==> src/rtl/icache_dm_refill_pkg.sv <==
// icache_pkg: shared types and helpers for the direct-mapped instruction cache.
//   state_e    : refill FSM states
//   off_w()    : word-offset width for a given line size
//   tag_w()    : tag width for a given address/index/line geometry
//   addr_field : extract a bit field from a byte address
package icache_pkg;

   typedef enum logic [1:0] {
      IDLE   = 2'd0,
      REFILL = 2'd1,
      RESP   = 2'd2
   } state_e;

   function automatic int off_w(input int line_words);
      return $clog2(line_words);
   endfunction

   function automatic int tag_w(input int addr_w, input int idx_w, input int line_words);
      return addr_w - 2 - off_w(line_words) - idx_w;
   endfunction

   // Field of `width` bits starting at bit `lsb`, zero-extended.
   function automatic logic [63:0] addr_field(input logic [63:0] addr, input int lsb,
                                              input int width);
      return (addr >> lsb) & ((64'd1 << width) - 64'd1);
   endfunction

endpackage

==> src/rtl/icache_dm_refill_stats.sv <==
// icache_stats: hit/miss statistics, two saturating counters.
//   i_clk, i_rst   : clock, synchronous active-high reset
//   i_hit_inc      : count one hit at this edge
//   i_miss_inc     : count one miss at this edge
//   o_hit_cnt      : saturating hit count
//   o_miss_cnt     : saturating miss count
module icache_stats #(
   parameter int CNT_W = 16
) (
   input  logic             i_clk,
   input  logic             i_rst,
   input  logic             i_hit_inc,
   input  logic             i_miss_inc,
   output logic [CNT_W-1:0] o_hit_cnt,
   output logic [CNT_W-1:0] o_miss_cnt
);

   logic [CNT_W-1:0] r_hit;
   logic [CNT_W-1:0] r_miss;

   always_ff @(posedge i_clk) begin
      if (i_rst) begin
         r_hit  <= '0;
         r_miss <= '0;
      end else begin
         // Hold at all-ones instead of wrapping.
         if (i_hit_inc && (r_hit != '1))
            r_hit <= r_hit + CNT_W'(1);
         if (i_miss_inc && (r_miss != '1))
            r_miss <= r_miss + CNT_W'(1);
      end
   end

   assign o_hit_cnt  = r_hit;
   assign o_miss_cnt = r_miss;

endmodule

==> src/rtl/icache_dm_refill.sv <==
// icache_dm_refill: direct-mapped instruction cache with multi-word lines and
// an autonomous line-refill engine.
//   i_clk, i_rst        : clock, synchronous active-high reset
//   i_cpu_req/i_cpu_addr: fetch request (held until o_cpu_ready), byte address
//   o_cpu_ready         : requested word valid this cycle (hits are same-cycle)
//   o_cpu_rdata         : fetched word, 0 when not ready
//   i_flush             : single-cycle pulse, invalidate every line
//   o_mem_req/o_mem_addr: memory word request and word-aligned byte address
//   i_mem_ack/i_mem_rdata: memory completes the current word
//   o_hit_cnt/o_miss_cnt: saturating statistics
module icache_dm_refill
   import icache_pkg::*;
#(
   parameter int ADDR_W     = 32,
   parameter int IDX_W      = 4,
   parameter int LINE_WORDS = 4,
   parameter int CNT_W      = 16
) (
   input  logic              i_clk,
   input  logic              i_rst,
   input  logic              i_cpu_req,
   input  logic [ADDR_W-1:0] i_cpu_addr,
   output logic              o_cpu_ready,
   output logic [31:0]       o_cpu_rdata,
   input  logic              i_flush,
   output logic              o_mem_req,
   output logic [ADDR_W-1:0] o_mem_addr,
   input  logic              i_mem_ack,
   input  logic [31:0]       i_mem_rdata,
   output logic [CNT_W-1:0]  o_hit_cnt,
   output logic [CNT_W-1:0]  o_miss_cnt
);

   localparam int OFF_W = off_w(LINE_WORDS);
   localparam int TAG_W = tag_w(ADDR_W, IDX_W, LINE_WORDS);
   localparam int LINES = 1 << IDX_W;

   // Line storage; only the valid bits are reset.
   logic [LINES-1:0] r_valid;
   logic [TAG_W-1:0] r_tag  [LINES];
   logic [31:0]      r_data [LINES][LINE_WORDS];

   // Refill context, latched at the miss.
   state_e           r_state;
   logic [31:0]      r_buf  [LINE_WORDS];
   logic [OFF_W-1:0] r_cnt;
   logic [IDX_W-1:0] r_idx;
   logic [TAG_W-1:0] r_tagl;
   logic [OFF_W-1:0] r_off;
   logic             r_flush_pend;
   logic             r_mem_req;
   logic [ADDR_W-1:0] r_mem_addr;

   logic [OFF_W-1:0]  w_off;
   logic [IDX_W-1:0]  w_idx;
   logic [TAG_W-1:0]  w_tag;
   logic [ADDR_W-1:0] w_base;
   logic              w_hit;
   logic              w_miss;
   logic              w_last;

   assign w_off  = OFF_W'(addr_field(64'(i_cpu_addr), 2, OFF_W));
   assign w_idx  = IDX_W'(addr_field(64'(i_cpu_addr), 2 + OFF_W, IDX_W));
   assign w_tag  = TAG_W'(addr_field(64'(i_cpu_addr), 2 + OFF_W + IDX_W, TAG_W));
   assign w_base = i_cpu_addr & ~ADDR_W'(LINE_WORDS * 4 - 1);

   // Lookups are only honoured in IDLE; during a refill the request is
   // already owned by the engine.
   assign w_hit  = (r_state == IDLE) && i_cpu_req && r_valid[w_idx] && (r_tag[w_idx] == w_tag);
   assign w_miss = (r_state == IDLE) && i_cpu_req && !w_hit;
   assign w_last = (r_cnt == OFF_W'(LINE_WORDS - 1));

   always_ff @(posedge i_clk) begin
      if (i_rst) begin
         r_state      <= IDLE;
         r_valid      <= '0;
         r_cnt        <= '0;
         r_idx        <= '0;
         r_tagl       <= '0;
         r_off        <= '0;
         r_flush_pend <= 1'b0;
         r_mem_req    <= 1'b0;
         r_mem_addr   <= '0;
      end else begin
         case (r_state)
            IDLE: begin
               // The hit (if any) is served from the pre-flush contents.
               if (i_flush)
                  r_valid <= '0;
               if (w_miss) begin
                  r_state    <= REFILL;
                  r_cnt      <= '0;
                  r_idx      <= w_idx;
                  r_tagl     <= w_tag;
                  r_off      <= w_off;
                  r_mem_req  <= 1'b1;
                  r_mem_addr <= w_base;
               end
            end
            REFILL: begin
               if (i_flush)
                  r_flush_pend <= 1'b1;
               if (i_mem_ack) begin
                  r_cnt <= r_cnt + OFF_W'(1);
                  if (w_last) begin
                     r_state   <= RESP;
                     r_mem_req <= 1'b0;
                  end else begin
                     r_mem_addr <= r_mem_addr + ADDR_W'(4);
                  end
               end
            end
            RESP: begin
               // A flush seen at any point of the refill also kills the
               // line being installed now.
               if (i_flush || r_flush_pend)
                  r_valid <= '0;
               else
                  r_valid[r_idx] <= 1'b1;
               r_flush_pend <= 1'b0;
               r_state      <= IDLE;
            end
            default: r_state <= IDLE;
         endcase
      end
   end

   // Line buffer fill; ack outside REFILL is ignored.
   always_ff @(posedge i_clk) begin
      if ((r_state == REFILL) && i_mem_ack)
         r_buf[r_cnt] <= i_mem_rdata;
   end

   // Install the completed line.
   always_ff @(posedge i_clk) begin
      if (r_state == RESP) begin
         r_tag[r_idx] <= r_tagl;
         for (int w = 0; w < LINE_WORDS; w++)
            r_data[r_idx][w] <= r_buf[w];
      end
   end

   always_comb begin
      o_cpu_ready = 1'b0;
      o_cpu_rdata = '0;
      if (w_hit) begin
         o_cpu_ready = 1'b1;
         o_cpu_rdata = r_data[w_idx][w_off];
      end else if (r_state == RESP) begin
         o_cpu_ready = 1'b1;
         o_cpu_rdata = r_buf[r_off];
      end
   end

   assign o_mem_req  = r_mem_req;
   assign o_mem_addr = r_mem_addr;

   icache_stats #(
      .CNT_W (CNT_W)
   ) u_stats (
      .i_clk      (i_clk),
      .i_rst      (i_rst),
      .i_hit_inc  (w_hit),
      .i_miss_inc (w_miss),
      .o_hit_cnt  (o_hit_cnt),
      .o_miss_cnt (o_miss_cnt)
   );

endmodule

==> config.mk <==
export PLATFORM = sky130hd
export DESIGN_NAME = icache_dm_refill
export DESIGN_NICKNAME = d
export VERILOG_FILES = /design/src/rtl/icache_dm_refill_pkg.sv /design/src/rtl/icache_dm_refill_stats.sv /design/src/rtl/icache_dm_refill.sv
export SDC_FILE = /design/constraint.sdc
export NUM_CORES = 2
export LEC_CHECK = 0
export CAP_MARGIN = 30
export CORE_UTILIZATION = 49
export DETAILED_ROUTE_END_ITERATION = 16
export PLACE_DENSITY = 0.65
export SYNTH_ARGS = -nofsm -noshare
export SYNTH_HDL_FRONTEND = slang
export SYNTH_HIERARCHICAL = 1
export SYNTH_SLANG_ARGS = --single-unit
==> constraint.sdc <==
create_clock -name i_clk -period 30.5 [get_ports i_clk]
set_input_delay 6.1 -clock i_clk [delete_from_list [all_inputs] [get_ports i_clk]]
set_output_delay 6.1 -clock i_clk [all_outputs]
set_load 0.01 [all_outputs]
# Word level (Yosys, flattened, before mapping)
# Memory sizes are Yosys's and may differ from the RTL's. A register that Yosys moved wholly into a read port is not among the register bits.
# Index checks and enable logic that the tools add are counted.
# classes
n_addsub	4
multipliers	0
div	0
order_cmp	4
n_eq_ne	12
n_shift	0
mux	36
n_bitwise	2
reduce_logical	21
# ops
op	count
2-to-1 mux 32 bit	7
binary-select mux 32 bit (select 2 bit)	1
one-hot mux 32 bit (2 select lines)	1
adder 16 x 1 -> 16 bit, second input constant	2
adder 32 x 3 -> 32 bit, second input constant	1
2-to-1 mux 16 bit	2
inequality test 16 bit, second input constant	2
one-hot mux 16 bit (2 select lines)	1
equality test 24 bit	1
OR 16 bit	1
2-to-1 mux 2 bit	7
2-to-1 mux 1 bit	11
< comparator 4 x 5 -> 1 bit, second input constant	2
inequality test 2 bit, second input constant	5
logical AND 1 bit	8
one-hot mux 2 bit (2 select lines)	2
AND reduction 4 bit	2
AND reduction 2 bit	3
AND reduction 3 bit	2
nonzero test 2 bit	3
binary-select mux 1 bit (select 4 bit)	1
demux 1 bit (select 4 bit)	1
equality test 2 bit, second input constant	2
>= comparator 4 x 1 -> 1 bit, second input constant	1
9 further kinds	10
# totals
register_bits	116
latch_bits	0
mem_bits_rw	2560
rom_bits	0
input_bits	69
output_inout_bits	98
word_cells	93
n_memories	3
# memory_table
memory	words	word_bits	read_ports	rd_clocked_by_memory_dff	wr	line_no	source
r_data	16	128	1	0	1	icache_dm_refill.sv:41	logic [31:0] r_data [LINES][LINE_WORDS];
r_tag	16	24	1	0	1	icache_dm_refill.sv:40	logic [TAG_W-1:0] r_tag [LINES];
r_buf	4	32	5	1	1	icache_dm_refill.sv:45	logic [31:0] r_buf [LINE_WORDS];

# Longest topological paths before layout
# logic_depth
word_depth	9
ltp_mapped	20
mapped_depth_nobuf	13

# By module
# The synthesis kept the hierarchy.
# modules_own_cells
module	instances	cells_each	area_each_um2	seq_area_each_um2
icache_dm_refill	1	4420	101995.3	78555.3
icache_stats	1	192	1627.8	640.6

# Least setup slack after synthesis
# OpenSTA, ideal clock, no wires.
# synth_path
path_type	input -> output
startpoint	in i_cpu_addr[4]
endpoint	out o_cpu_rdata[30]
t_arrival_ps	8931
required_ps	24400
slack_ps	15469
stages	13
n_path_buf	7
path_cell_list	buf_6 -> buf_6 -> buf_6 -> buf_6 -> buf_2 -> buf_2 -> buf_2 -> mux4_2 -> mux4_2 -> mux2i_1 -> nor2_1 -> a21oi_1 -> o21ai_0
# synth_between
elab_chain_cells	5
elab_cells_between_ends	11
classes_between	eq/ne (1); mux (6); reduce/logical (2); memory (2)
# synth_rtl
item	line_no	source
start, declared	icache_dm_refill.sv:22	input logic [ADDR_W-1:0] i_cpu_addr,
memory read (16 x 128 bit) or binary-select mux 1 bit (select 4 bit) (tied branches)	n/a	
binary-select mux 32 bit (select 2 bit) or 2-to-1 mux 1 bit (tied branches)	icache_dm_refill.sv:148, icache_dm_refill.sv:69	
2-to-1 mux 32 bit (not written as such) or logical AND 1 bit (tied branches) (2 in a row)	icache_dm_refill.sv:148, icache_dm_refill.sv:69	
2-to-1 mux 32 bit *	icache_dm_refill.sv:146	if (w_hit) begin
end, declared	icache_dm_refill.sv:24	output logic [31:0] o_cpu_rdata,
# Mark *: on every way between the ends. The rest lies on a longest branch, timed or not. The select of a mux whose other input is x is not followed.

# Final worst setup path
# layout_path
startpoint	in i_cpu_addr[5]
endpoint	out o_cpu_rdata[12]
# The elaborated chain is that of the path after synthesis.

==> summary.md <==
| Metric | Value |
|---|---|
| Final nets | 5003 |
| Syn Inst Count | 4612 |
| Hold-critical path depth | 2 |
| Least-Margin Pin Slew | 1.22 ns |
| Layout cells sized above 1 | 26.1% |
| RePlAce Congestion | 0.811 |
| Initial antenna violation count | 9 |
| Max-slew headroom | 18.4% |
| Setup TNS | 0 ns |
| Fillers | 15400 |
| Sequential-to-total area share from yosys stat | 76.4% |
| TritonCTS clock tree | done |
| Vias in the first global route | 50500 |
| PD cells | 65.1 nW/um2 |
| Root Driver | clkbuf_16 |
| Post_cts resized | 0 |
| Die Area | 213000 um2 |
| Worst IR drop on VDD | 0.0000518 V |
| Total track usage | 23.2% |
| Crit Path Class | input port to output pin |
| Mapped Area | 104000 um2 |
| DR vias | 49700 |
| Lkg Pwr | 36.8 nW |
| Fmax | 52.9 MHz |
| Largest net degree at the start of global routing | 161 |
| Die X | 462 um |
| PortBufs | 162 |
| Ys Warns | 6 |
| First-pass iteration count of the detailed router | 6 |
| Drc violations | 0 |
| DRT iter0 DRCs | 6078 |
| Final core occ | 56.1% |
| Clock Pin Slew Worst Setup and Hold Paths | 0.06 ns |
| Die Ht | 462 um |
| Drt wl/cell | 30.9 um |
| CP max FO | 56 |
| Total power | 7.66 mW |
| Final worst-path cycle share | 61.9% |
| Syn Area/Cell | 22.5 um2 |
| Postcts setup bufs | 0 |
| Initial Utilization | 49.4% |
| Antenna-violating nets left | 0 |
| Core area | 210000 um2 |
| Status | finished, final reports clean |
| CTS H-tree depth | 5 |
| Final worst clock skew | 0.0690 ns |
| CTS Hold Buffers Added | 0 |
| Routed wire length | 245000 um |
| Seq cells post-synth | 2676 |
| Area Growth Syn to Fin | 13.6% |
| Ys async rst share | 0% |
| Max_cap viols | 0 |
| Worst Setup End Kind | output pin |
| CTS Sinks | 2676 |
| Row count | 168 |
| Maximum clock insertion buffer count | 4 |
| CP Data Arrival Time | 12.79 ns |
| Worst Path Required | 24.40 ns |
| Post-synth cell types | 85 |
| Worst setup SP type | input port |
| Overflow after GRT | 0 |
| Later-pin clock latency in the skew report | 0.94 ns |
| EDFF count, synth | 2560 |
| Ys flop type | edfxtp_1 |
| Worst min path class | flop to flop |
| Dpl hpwl | 120000 um |
| Post-layout min period | 18.89 ns |
| # setup viols final | 0 |
| Reg2reg path depth | 7 |
| CTS Buf Count | 292 |
| IO Pins | 167 |
| Slew Limit Fails | 0 |
| First-pass GRT wire length | 355000 um |
| Unrepaired setup endpoints after global routing | false |
| Vias/cell | 6.27 |
| Hold Fails Final Rpt | 0 |
## placed cells by master, fill, tap and decap left out, types with 12 or more instances in the layout
cell type	Yosys	routed
edfxtp_1	2560	2560
mux4_2	745	745
clkbuf_16	0	295
clkdlybuf4s50_1	0	155
mux2i_1	114	114
dfxtp_1	116	114
nand2_1	108	108
buf_4	22	91
nor2_1	93	80
a21oi_1	71	71
clkbuf_1	90	70
o21ai_0	56	56
nand4_1	41	41
clkinv_1	0	41
clkinv_2	0	38
nand3_1	36	36
a22o_1	27	27
mux2_2	26	26
xnor2_1	24	24
bufinv_16	0	23
a22oi_1	21	21
o21ai_1	20	20
inv_1	18	16
nor3_1	20	16
a31oi_1	15	15
and3_1	17	14
nand2b_1	14	14
a221oi_1	12	12
o22ai_1	12	12
nor2_4	0	12
buf_12	0	12
## Yosys cell counts, types with 15 or more instances
library cell / n / area share (%)
a22oi_1: 21 / 0.15
o21ai_1: 20 / 0.097
mux2_2: 26 / 0.28
dfxtp_1: 116 / 2.2
mux2i_1: 114 / 1.1
nand4_1: 41 / 0.25
buf_2: 110 / 0.53
nand2_1: 108 / 0.39
o21ai_0: 56 / 0.27
clkbuf_1: 90 / 0.33
inv_1: 18 / 0.065
and3_1: 17 / 0.10
buf_4: 22 / 0.16
nand3_1: 36 / 0.17
xnor2_1: 24 / 0.20
buf_1: 15 / 0.054
a31oi_1: 15 / 0.091
nor2_1: 93 / 0.34
a21oi_1: 71 / 0.34
nor3_1: 20 / 0.097
mux4_2: 745 / 16
edfxtp_1: 2560 / 74
a22o_1: 27 / 0.23
## logic make-up after synthesis
group	count (synthesis)	synth area share, %
AOI/OAI and AO/OA	321	2.11
xor gates and xnor gates	35	0.296
adders and majority gates	7	0.0845
buffers and inverters	275	1.33
DFF	2676	76.4
muxes	890	17.7
other	1	0.00362
and+or+nand+nor	407	2.04
## layer usage
| layer | up-vias | track usage [%] | wire, um |
|---|---|---|---|
| met5 | - | 0 | 15 |
| met4 | 2 | 5.83 | 4480 |
| met3 | 331 | 3.69 | 17500 |
| met2 | 2022 | 37.0 | 120000 |
| met1 | 27100 | 33.7 | 103000 |
| li1 | 20300 | - | - |
## through the flow
stage / worst slack (ns) / hold WS (ns) / instances / instance area [um2]
after floorplan: 15.47 / 0.428 / 4613 / 104000
after global placement: 11.56 / 0.459 / 7426 / 109000
after detailed placement: 11.55 / 0.463 / 7433 / 109000
after CTS: 11.53 / 0.480 / 7923 / 118000
after global routing: 11.34 / 0.512 / 7932 / 118000
final: 11.61 / 0.480 / 7933 / 118000
## sequential cells by signal (all words and copies together) (netlist names), named ones only
name / count
r_data: 2048
r_tag: 384
r_buf: 128
o_mem_addr: 30
r_tagl: 24
r_valid: 16
u_stats/o_hit_cnt: 16
u_stats/o_miss_cnt: 16
r_idx: 4
r_cnt: 2
r_off: 2
r_state: 2
o_mem_req: 1
r_flush_pend: 1
## report_power, final
group          internal, mW  switching, mW
logic                 0.147          0.148
registers              3.99         0.0253
clock network          1.98           1.37
## critical path: stages
cell,delay (ns)
buf_8,0.43
buf_4,0.76
buf_4,0.80
mux4_1,0.68
mux4_2,0.55
xnor2_1,0.15
and3_1,0.24
nor4bb_1,0.45
nand4b_4,0.27
inv_2,0.43
buf_4,0.66
a22o_1,0.46
clkdlybuf4s50_1,0.61
## final timing paths
| check | startpoint | end | slack [ns] |
|---|---|---|---|
| max | i_cpu_addr[5] | o_cpu_rdata[12] | 11.61 |
| min reg2reg | r_off[0]$_SDFFE_PP0P_ | r_off[0]$_SDFFE_PP0P_ | 0.48 |
| min | r_off[0]$_SDFFE_PP0P_ | r_off[0]$_SDFFE_PP0P_ | 0.48 |
| max reg2reg | r_state[1]$_SDFFE_PP0P_ | r_data[14][25]$_DFFE_PP_ | 25.90 |
## cell type report
| cell class | count | area [um2] | area share [%] |
|---|---|---|---|
| Inverter | 21 | 80.1 | 0.0680 |
| Clock buffer | 372 | 7740 | 6.57 |
| Antenna cell | 5 | 12.5 | 0.0106 |
| Tap cell | 2805 | 3510 | 2.98 |
| Clock inverter | 118 | 1180 | 0.999 |
| Sequential cell | 2676 | 79200 | 67.3 |
| Timing Repair Buffer | 274 | 2810 | 2.39 |
| Multi-Input combinational cell | 1662 | 23200 | 19.7 |
Power figures use the tool's default switching activity.
